File: config.mk
export PLATFORM = sky130hd
export DESIGN_NAME = bus_arbiter
export DESIGN_NICKNAME = d
export VERILOG_FILES = /design/src/rtl/bus_arbiter_pkg.sv /design/src/rtl/bus_arbiter_rr_pick.sv /design/src/rtl/bus_arbiter.sv
export SDC_FILE = /design/constraint.sdc
export NUM_CORES = 1
export LEC_CHECK = 0
export CORE_MARGIN = 5
export CORE_UTILIZATION = 35
export DETAILED_ROUTE_END_ITERATION = 10
export PLACE_DENSITY = 0.57
export SLEW_MARGIN = 20
export SYNTH_ARGS = -nofsm -noshare
export SYNTH_HDL_FRONTEND = slang
export SYNTH_SLANG_ARGS = --single-unit
File: constraint.sdc
create_clock -name clk -period 13.4 [get_ports clk]
set_input_delay 2.68 -clock clk [delete_from_list [all_inputs] [get_ports clk]]
set_output_delay 2.68 -clock clk [all_outputs]
set_load 0.03 [all_outputs]
File: src/rtl/bus_arbiter_pkg.sv
// Shared constants, state encoding and helpers for the 10-source bus arbiter.
package bus_arbiter_pkg;

    localparam int NUM_SOURCES      = 10;
    localparam int ID_WIDTH         = 4;
    localparam int DEFAULT_MAX_HOLD = 4;

    typedef enum logic {
        IDLE = 1'b0,
        OWN  = 1'b1
    } state_t;

    function automatic logic [NUM_SOURCES-1:0] onehot(input logic [ID_WIDTH-1:0] id);
        logic [NUM_SOURCES-1:0] one;
        one    = NUM_SOURCES'(1);
        onehot = one << id;
    endfunction

endpackage

File: src/rtl/bus_arbiter_rr_pick.sv
// Combinational round-robin search: first eligible index after the pointer, wrapping 9 -> 0.
module rr_pick
    import bus_arbiter_pkg::*;
(
    input  logic [NUM_SOURCES-1:0] req,
    input  logic [ID_WIDTH-1:0]    pointer,
    input  logic [NUM_SOURCES-1:0] exclude,
    output logic [ID_WIDTH-1:0]    winner,
    output logic                   found
);

    logic [NUM_SOURCES-1:0] eligible;
    logic [ID_WIDTH:0]      sum;
    logic [ID_WIDTH-1:0]    cand;

    // Offsets 1..NUM_SOURCES so the pointer itself is examined last.
    always_comb begin
        eligible = req & ~exclude;
        winner   = '0;
        found    = 1'b0;
        sum      = '0;
        cand     = '0;
        for (int i = 1; i <= NUM_SOURCES; i++) begin
            sum  = {1'b0, pointer} + (ID_WIDTH+1)'(i);
            cand = (sum >= (ID_WIDTH+1)'(NUM_SOURCES)) ?
                   ID_WIDTH'(sum - (ID_WIDTH+1)'(NUM_SOURCES)) : sum[ID_WIDTH-1:0];
            if (!found && eligible[cand]) begin
                found  = 1'b1;
                winner = cand;
            end
        end
    end

endmodule

File: src/rtl/bus_arbiter.sv
// Round-robin owner of the internal 8-bit bus with bounded hold and one-hot registered selects.
module bus_arbiter
    import bus_arbiter_pkg::*;
#(
    parameter int MAX_HOLD = DEFAULT_MAX_HOLD
) (
    input  logic                   clk,
    input  logic                   reset,
    input  logic [NUM_SOURCES-1:0] req,
    input  logic                   hold,
    output logic                   select_0,
    output logic                   select_1,
    output logic                   select_2,
    output logic                   select_3,
    output logic                   select_4,
    output logic                   select_5,
    output logic                   select_6,
    output logic                   select_7,
    output logic                   select_8,
    output logic                   select_9,
    output logic                   gnt_valid,
    output logic [ID_WIDTH-1:0]    gnt_id
);

    localparam int CNT_W = $clog2(MAX_HOLD + 1);

    state_t                 state;
    logic [ID_WIDTH-1:0]    owner;
    logic [ID_WIDTH-1:0]    pointer;
    logic [CNT_W-1:0]       hold_cnt;
    logic [NUM_SOURCES-1:0] sel;

    logic [NUM_SOURCES-1:0] owner_mask;
    logic [NUM_SOURCES-1:0] exclude;
    logic                   keep;
    logic                   forced;
    logic [ID_WIDTH-1:0]    pick_id;
    logic                   pick_found;

    // The owner is skipped on a forced release only when someone else is waiting.
    always_comb begin
        owner_mask = onehot(owner);
        keep       = (state == OWN) && hold && req[owner] && (hold_cnt < CNT_W'(MAX_HOLD));
        forced     = (state == OWN) && hold && req[owner] && (hold_cnt == CNT_W'(MAX_HOLD));
        exclude    = (forced && |(req & ~owner_mask)) ? owner_mask : '0;
    end

    rr_pick u_rr_pick (
        .req     (req),
        .pointer (pointer),
        .exclude (exclude),
        .winner  (pick_id),
        .found   (pick_found)
    );

    always_ff @(posedge clk or posedge reset) begin
        if (reset) begin
            state     <= IDLE;
            owner     <= '0;
            pointer   <= ID_WIDTH'(NUM_SOURCES - 1);
            hold_cnt  <= '0;
            sel       <= '0;
            gnt_valid <= 1'b0;
        end else if (keep) begin
            hold_cnt <= hold_cnt + CNT_W'(1);
        end else if (pick_found) begin
            state     <= OWN;
            owner     <= pick_id;
            pointer   <= pick_id;
            hold_cnt  <= CNT_W'(1);
            sel       <= onehot(pick_id);
            gnt_valid <= 1'b1;
        end else begin
            state     <= IDLE;
            owner     <= '0;
            hold_cnt  <= '0;
            sel       <= '0;
            gnt_valid <= 1'b0;
        end
    end

    // Owner register is cleared whenever the bus is idle, so it doubles as gnt_id.
    assign gnt_id   = owner;
    assign select_0 = sel[0];
    assign select_1 = sel[1];
    assign select_2 = sel[2];
    assign select_3 = sel[3];
    assign select_4 = sel[4];
    assign select_5 = sel[5];
    assign select_6 = sel[6];
    assign select_7 = sel[7];
    assign select_8 = sel[8];
    assign select_9 = sel[9];

endmodule

==> flow_metrics.env, run 1 <==
export IMPL_core_area_sq_um=12500
export IMPL_dieArea_sq_um=15100
export IMPL_timing_fmax_mhz=134
export IMPL_drive_gt1_share_pct=11.0
export IMPL_hold_violations=0
export IMPL_hold_depth=2
export IMPL_die_w_microns=123
export IMPL_root_buffer="clkbuf_16"
export IMPL_yosys_area_top_type="dfrtp_1"
export IMPL_cp_end_kind="flop"
export IMPL_finalClockSkew_ns=0.00161
export IMPL_min_path_type="reg2reg"
export IMPL_cap_violations=0
export IMPL_grt_usage_pct=20.9
export IMPL_io_buffers=27
export IMPL_ys_seq_area_share_pct=12.4
export IMPL_maxSlewViolCount=0
export IMPL_routabilityCongestion=0.954
export IMPL_yosys_most_used_dff="dfrtp_1"
export IMPL_drt_iter0_drc=612
export IMPL_synth_distinct_cells=100
export IMPL_rr_endpoint="sel[5]$_DFFE_PP0N_"
export IMPL_status="complete, no violations"
export IMPL_worst_pin_slew_ns=0.985
export IMPL_crit_slowest_cell="nor3_2"
export IMPL_nNetsFinal=620
export IMPL_yosysWarningCount=0
export IMPL_post_drt_wl_per_cell_microns=21.2
export IMPL_crit_type="in2reg"
export IMPL_cts_hold_buf=0
export IMPL_drc_errors=0
export IMPL_syn_avg_cell_area_sq_um=7.65
export IMPL_rsz0062_at_grt="false"
export IMPL_die_y_microns=123
export IMPL_layout_cells_most_common="nand2_1"
export IMPL_fin_setup_tns_ns=0
export IMPL_rows=41
export IMPL_cts_buffer_depth=2
export IMPL_crit_family="compound AO/OA/AOI/OAI gates"
export IMPL_antennaDiodeCount=0
export IMPL_synth_edf_count=0
export IMPL_grt_pass1_vias=4487
export IMPL_detail_route_antenna_nets=0
export IMPL_path_buf_inv=1
export IMPL_ctsResizeCount=0
export IMPL_post_cts_buffers=0
export IMPL_fin_crit_ns=7.46
export IMPL_crit_required_ns=13.59
export IMPL_cts_tree="done"
export IMPL_r2r_slack_ns=7.48
export IMPL_io_pins=28
export IMPL_vias=4841
export IMPL_ys_seq_elements=22
export IMPL_synthTopCellsByArea="dfrtp_1 11%, ha_1 6.5%, a21oi_1 4.5%"
export IMPL_clk_pin_slew_ns=0.06
export IMPL_cts_htree_levels=1
export IMPL_reg2reg_from="pointer[1]$_DFFE_PP0P_"
export IMPL_syn2layout_area_growth_pct=10.2
export IMPL_grt_max_degree=47
export IMPL_layout_common_cells="49 x nand2_1, 40 x a21oi_1, 36 x nor2_1"
export IMPL_path_common_cell="a21oi_1"
export IMPL_drt_vias_per_instance=6.42
export IMPL_min_to="sel[0]$_DFFE_PP0N_"
export IMPL_yosys_area_top_type_share_pct=11.3
export IMPL_wl_microns=15900
export IMPL_syn_num_nets=618
export IMPL_grt_overflow_total=0
export IMPL_async_flop_share_pct=100
export IMPL_cts_sinks=22
export IMPL_worstSkewPairLatency_ns=0.25
export IMPL_timing_slew_headroom_pct=34.1
export IMPL_startpoint_type="primary input"
export IMPL_path_cells="clkdlybuf4s50_1 > mux4_2 > nor3b_2 > nor3_2 > a2111o_2 > a2111oi_0 > or3b_1 > o31ai_4 > a21oi_1 > o32ai_1 > a32oi_1 > a21oi_1 > a32o_1"
export IMPL_cp_slowest_stage_delay_ns=0.69
export IMPL_crit_start="req[5]"
export IMPL_crit_fanout=15
export IMPL_start_util_pct=35.5
export IMPL_synth_cells=581
export IMPL_netlist_area_sq_um=4450
export IMPL_worstHoldStart="sel[0]$_DFFE_PP0N_"
export IMPL_critical_path_arrival_ns=7.64
export IMPL_antenna_found_initial=0
export IMPL_cts_buffers=3
export IMPL_post_route_period_util_pct=55.6
export IMPL_grt_pass1_wl_microns=25000
export IMPL_rr_worst_depth=15
export IMPL_drt_pre_antenna_iters=5
export IMPL_setup_violations=0
export IMPL_hpwl_microns=12300
-- cell usage after synthesis (6+ instances only) --
master     n
nand2_1   49
a21oi_1   40
nor2_1    36
o21ai_0   33
inv_1     30
ha_1      23
dfrtp_1   20
nor3_1    19
xnor2_1   19
a32oi_1   15
clkbuf_1  15
nand3_1   14
a211oi_1  11
and2_1    11
o31ai_1   10
or2_2     10
buf_2      9
nand2b_1   9
a21o_1     8
nand4_1    8
a31oi_1    7
mux2i_1    7
nor2b_1    7
or3_1      6
-- area by class of cell --
cell class,count,area [sq um]
clock buffers,3,75.1
clock inverters,1,30.0
fillers,1334,7610
inverters,33,124
multi-input cells,491,3600
flip-flops and latches,22,553
well taps,172,215
repair buffers,32,308
-- kinds of logic (layout without fill, tap and decap cells) --
kind of cell | count (synthesis) | in the layout | synth area share (%)
buffers and inverters | 68 | 69 | 6.67
AND/OR/NAND/NOR | 211 | 211 | 26.7
multiplexers | 17 | 17 | 5.37
flip-flops | 22 | 22 | 12.4
AO/OA/AOI/OAI | 216 | 216 | 37.4
adder cells (fa/ha/maj) | 24 | 24 | 6.92
XOR/XNOR | 23 | 23 | 4.53
-- registers in the layout, summed over array words and instances (netlist names) --
name	flops
gnt_id	4
hold_cnt	3
pointer	4
sel	10
state	1
-- how the worst max path moves through the flow --
stage,endpoint,slack [ns],depth (start not counted)
2_1_floorplan,pointer[2]$_DFFE_PP0P_,7.17,14
4_1_cts,sel[5]$_DFFE_PP0N_,5.99,13
6_report,sel[5]$_DFFE_PP0N_,5.94,13
5_1_grt,sel[5]$_DFFE_PP0N_,5.74,13
3_3_place_gp,sel[5]$_DFFE_PP0N_,5.92,13
3_5_place_dp,sel[5]$_DFFE_PP0N_,5.77,13
-- metal layers --
layer,GRT usage (%),up-vias,wire (microns)
met5,0,-,0
met4,7.77,0,654
met3,3.27,38,1190
met2,31.4,216,6970
met1,30.0,2321,7140
li1,-,2266,-
-- through the flow --
step | setup WS (ns) | area (sq um) | util (%) | hold WS (ns) | std cells
final | 5.94 | 4900 | 39.2 | 0.490 | 754
after detailed placement | 5.77 | 4800 | 38.3 | 0.473 | 750
after floorplan | 7.17 | 4450 | - | 0.458 | 581
after CTS | 5.99 | 4900 | 39.2 | 0.492 | 754
after global routing | 5.74 | 4900 | 39.2 | 0.510 | 754
after global placement | 5.92 | 4800 | 38.3 | 0.479 | 750
-- worst min-delay path: stages (launching register included) --
cell and delay (ns):
dfrtp_1 0.34, nand2_1 0.05, o31ai_1 0.06
Power of run 1 is left out: the tool's default activity adds up to more than one toggle a clock period on the data nets, which glitch-free logic cannot reach.
==> run 2, diff against run 1 <==
==> constraint.sdc (replaced) <==
create_clock -name clk -period 7.55 [get_ports clk]
set_input_delay 1.51 -clock clk [delete_from_list [all_inputs] [get_ports clk]]
set_output_delay 1.51 -clock clk [all_outputs]
set_load 0.03 [all_outputs]
==> run 2 against run 1 <==
Against the previous run: sequential cell count unchanged; first-iteration DRC count down 11%; worst hold slack better by 0.00063 ns; global-route usage up 0.64 points; final area up 0.31%; final cell count up 0.27%; core utilization up 0.12 points; critical path depth up 1; critical endpoint is now sel[6]$_DFFE_PP0N_; largest cell class unchanged.
==> flow_metrics.env, run 2 (synthesis gave the netlist of run 1 again) <==
export IMPL_status="complete, no violations"
export IMPL_timing_fmax_mhz=162
export IMPL_worstHoldStart="sel[2]$_DFFE_PP0N_"
export IMPL_grt_overflow_total=0
export IMPL_drt_iter0_drc=544
export IMPL_antenna_found_initial=0
export IMPL_post_drt_wl_per_cell_microns=21.6
export IMPL_worstSkewPairLatency_ns=0.25
export IMPL_vias=4879
export IMPL_grt_pass1_wl_microns=25700
export IMPL_post_route_period_util_pct=81.8
export IMPL_cts_buffers=3
export IMPL_topRoutingLayerUsed="met4"
export IMPL_post_route_cell_area_sq_um=4920
export IMPL_largest_reg_flops=10
export IMPL_critical_path_arrival_ns=6.31
export IMPL_wl_met2_microns=7280
export IMPL_die_w_microns=123
export IMPL_drt_vias_per_instance=6.45
export IMPL_met1_length_microns=7450
export IMPL_die_y_microns=123
export IMPL_cts_hold_buf=0
export IMPL_layout_cells_most_common="nand2_1"
export IMPL_cp_end_kind="flop"
export IMPL_drt_pre_antenna_iters=5
export IMPL_grt_max_degree=46
export IMPL_drive_gt1_share_pct=11.3
export IMPL_placed_area_sq_um=4810
export IMPL_detail_route_antenna_nets=0
export IMPL_io_pins=28
export IMPL_post_cts_buffers=0
export IMPL_maxSlewViolCount=0
export IMPL_hold_violations=0
export IMPL_grt_usage_pct=21.5
export IMPL_start_util_pct=35.5
export IMPL_top_register="sel"
export IMPL_fillers=1345
export IMPL_min_to="sel[2]$_DFFE_PP0N_"
export IMPL_syn2layout_area_growth_pct=10.6
export IMPL_antennaDiodeCount=0
export IMPL_hold_depth=2
export IMPL_crit_type="in2reg"
export IMPL_cts_sinks=22
export IMPL_routabilityCongestion=0.948
export IMPL_io_buffers=27
export IMPL_nNetsFinal=622
export IMPL_drc_errors=0
export IMPL_timing_slew_headroom_pct=23.4
export IMPL_crit_required_ns=7.69
export IMPL_rr_worst_depth=15
export IMPL_root_buffer="clkbuf_16"
export IMPL_worst_pin_slew_ns=1.15
export IMPL_setup_violations=0
export IMPL_ctsResizeCount=0
export IMPL_reg2reg_from="pointer[2]$_DFFE_PP0P_"
export IMPL_startpoint_type="primary input"
export IMPL_wl_microns=16300
export IMPL_fin_setup_tns_ns=0
export IMPL_grt_pass1_vias=4441
export IMPL_core_area_sq_um=12500
export IMPL_finalClockSkew_ns=0.00194
export IMPL_cts_buffer_depth=2
export IMPL_dr_wl_met3_microns=1210
export IMPL_cap_violations=0
export IMPL_clk_pin_slew_ns=0.06
export IMPL_rsz0062_at_grt="false"
export IMPL_r2r_slack_ns=1.80
export IMPL_crit_fanout=15
export IMPL_min_path_type="reg2reg"
export IMPL_cts_htree_levels=1
export IMPL_dieArea_sq_um=15100
export IMPL_rr_endpoint="sel[6]$_DFFE_PP0N_"
export IMPL_cts_tree="done"
export IMPL_layout_common_cells="49 x nand2_1, 40 x a21oi_1, 36 x nor2_1"
export IMPL_hpwl_microns=12700
export IMPL_rows=41
export IMPL_fin_crit_ns=6.17
==> run 2: worst max-delay path, stage by stage <==
cell,delay [ns]
clkdlybuf4s50_1,0.73
mux4_2,0.33
nor4b_4,0.23
nor3_2,0.18
a2111o_2,0.57
a32oi_1,0.56
a2111oi_4,0.19
a311oi_4,0.41
nand2_2,0.18
or3_1,0.44
nor3_1,0.30
or2_1,0.31
a21oi_1,0.14
a32o_1,0.24
==> run 2: metrics by stage <==
| step | std cells | utilization [%] | hold WS, ns | setup slack (ns) |
|---|---|---|---|---|
| 5_1_grt | 756 | 39.3 | 0.513 | 1.04 |
| 2_1_floorplan | 581 | - | 0.458 | 1.91 |
| 6_report | 756 | 39.3 | 0.491 | 1.38 |
| 4_1_cts | 756 | 39.3 | 0.498 | 1.35 |
| 3_5_place_dp | 752 | 38.4 | 0.475 | 1.12 |
| 3_3_place_gp | 752 | 38.4 | 0.475 | 1.08 |
==> run 2: worst max-delay path by stage <==
stage                                 from  slack [ns]  cells past startpoint                  to
floorplan           pointer[0]$_DFFE_PP1P_        1.91                     21  sel[3]$_DFFE_PP0N_
global placement                    req[1]        1.08                     14  sel[6]$_DFFE_PP0N_
detailed placement                  req[1]        1.12                     14  sel[6]$_DFFE_PP0N_
CTS                                 req[1]        1.35                     14  sel[6]$_DFFE_PP0N_
global route                        req[1]        1.04                     14  sel[4]$_DFFE_PP0N_
finish                              req[1]        1.38                     14  sel[6]$_DFFE_PP0N_
==> run 2: final cells by class <==
| type | instances | area, sq um | area share (%) |
|---|---|---|---|
| clock inverter | 1 | 30.0 | 0.611 |
| inverter | 33 | 124 | 2.52 |
| sequential | 22 | 553 | 11.2 |
| timing repair buffer | 34 | 323 | 6.56 |
| multi-input combinational | 491 | 3600 | 73.2 |
| clock buffer | 3 | 75.1 | 1.53 |
| tap | 172 | 215 | 4.38 |
==> run 2: layer usage <==
| metal | GRT usage, % | vias to the layer above |
|---|---|---|
| met5 | 0 | - |
| met4 | 5.04 | 0 |
| li1 | - | 2260 |
| met3 | 2.12 | 29 |
| met2 | 33.3 | 250 |
| met1 | 32.1 | 2340 |
Power of run 2 is left out for the same reason.
==> edit: new RTL, settings of run 2 <==
Make the reset (`reset`) synchronous in one clocked block.
--- a/src/rtl/bus_arbiter.sv
+++ b/src/rtl/bus_arbiter.sv
@@ -54,5 +54,5 @@
     );
 
-    always_ff @(posedge clk or posedge reset) begin
+    always_ff @(posedge clk) begin
         if (reset) begin
             state     <= IDLE;
Check against the original RTL: differs if reset is asserted again (counterexample within 4 cycles, from zero or initial values and one cycle with reset high); with reset held inactive, the same outputs for 10 cycles.
==> edit against run 2 <==
- die area decreased by 3.8%
- critical path depth decreased by 1
- synthesized area decreased by 4.2%
- via count increased by 0.16%
- non-clock buffer count increased by 2
- largest cell class unchanged
- core utilization increased by 0.22 points
- final area decreased by 3.9%
- setup slack got worse by 0.33 ns
- routed wire length decreased by 0.42%
- register-to-register slack got worse by 0.39 ns
- sequential cell count unchanged
- synthesized cell count increased by 2.1%
Power is not shown: default switching activity piles up to over one toggle a cycle in this logic, so the estimate is an artifact.
==> edit: results (changes against run 2) <==
CP max FO=11 (was 15); register area share after synthesis=10.3% (was 12.4%); Mean Syn Cell Area=7.19 sq um (was 7.65 sq um); outcome=completed (unchanged); met3 WL post-DR=1.29 mm (was 1.21 mm); via count=4887 (was 4879); WHS Path Cells=2 (unchanged); Worst Reg-to-Reg Cells=17 (was 15); worst slack at placement=0.942 ns (was 1.12 ns); DP HPWL=12.5 mm (was 12.7 mm); compound-gate portion of the synthesized area=37.0% (was 37.4%); Yosys warning total=0 (unchanged); largest cells by area after synthesis=dfxtp_1 10%, ha_1 6.8%, nand2_1 5.2% (was dfrtp_1 11%, ha_1 6.5%, a21oi_1 4.5%); Post-synth top flop=dfxtp_1 (was dfrtp_1); HP Start=sel[2]$_SDFFE_PP0N_ (was sel[2]$_DFFE_PP0N_); total global-route track usage=21.7% (was 21.5%); Worst Setup EP=sel[1]$_SDFFE_PP0N_ (was sel[6]$_DFFE_PP0N_); ys async rst share=0% (was 100%); Worst Hold Path EP=sel[2]$_SDFFE_PP0N_ (was sel[2]$_DFFE_PP0N_); pin count of the biggest net entering global routing=50 (was 46); Min-Delay Path Class=reg -> reg (unchanged); Fin Hold WS=0.453 ns (was 0.491 ns); met3 usage=4.26% (was 2.12%); Placed Area=4640 sq um (was 4810 sq um); GPL Wtd Cong=0.959 (was 0.948); Via density=6.52 (was 6.45); layout cell share with drive strength beyond 1=7.14% (was 11.3%); row count=40 (was 41); first-pass GRT wire length=25.2 mm (was 25.7 mm); met1 Use GR=29.5% (was 32.1%); Net Count, Synth=630 (was 618); met2 Usage GRT=35.1% (was 33.3%); Clock Skews=0.00632 ns (was 0.00194 ns); Synth Area in Adders=7.22% (was 6.92%); placed cells=745 (was 752); slew margin rel.=32.1% (was 23.4%); R2R Path Start=pointer[1]$_SDFFE_PP0P_ (was pointer[2]$_DFFE_PP0P_); CP Launch Point=req[6] (was req[1]); Post-Synth XOR/XNOR Area=4.93% (was 4.53%); Worst EP required=7.70 ns (was 7.69 ns); met2 wire length=7.16 mm (was 7.28 mm); final net count=640 (was 622); Yosys cell types=82 (was 100); drt wl/cell=21.7 microns (was 21.6 microns); M1 WL=7.35 mm (was 7.45 mm); Worst Path Arrival=6.65 ns (was 6.31 ns); most instantiated cells after synthesis=59 x nand2_1, 40 x a21oi_1, 40 x nor2_1 (was 49 x nand2_1, 40 x a21oi_1, 36 x nor2_1); reg-to-reg setup timing slack=1.41 ns (was 1.80 ns); initial DRC count=515 (was 544)
edit: cell types whose count changed in the layout (fill, tap and decap cells not counted), moves of 8 or more:
cell and change:
a32oi_1 -13, dfrtp_1 -20, dfxtp_1 +21, nand2_1 +10
nand3_1 +8, nor3b_1 +11, o21ai_0 -10
edit: critical path, stage by stage:
cell	delay [ns]
clkdlybuf4s50_1	0.77
mux4_2	0.32
and4_2	0.28
nor3_2	0.12
a2111oi_0	0.81
o22ai_1	0.22
a32oi_1	0.31
or4b_1	0.62
or4_4	0.54
or4b_1	0.50
o211a_2	0.18
and3_1	0.21
a32o_1	0.26
edit: cell type report:
| cell class | count | area (sq um) |
|---|---|---|
| Tap cell | 147 | 184 |
| Clock buffer | 4 | 88.8 |
| Inverter | 28 | 105 |
| Timing Repair Buffer | 36 | 338 |
| Fill cell | 1267 | 7240 |
| Multi-Input combinational cell | 512 | 3570 |
| Sequential cell | 22 | 442 |
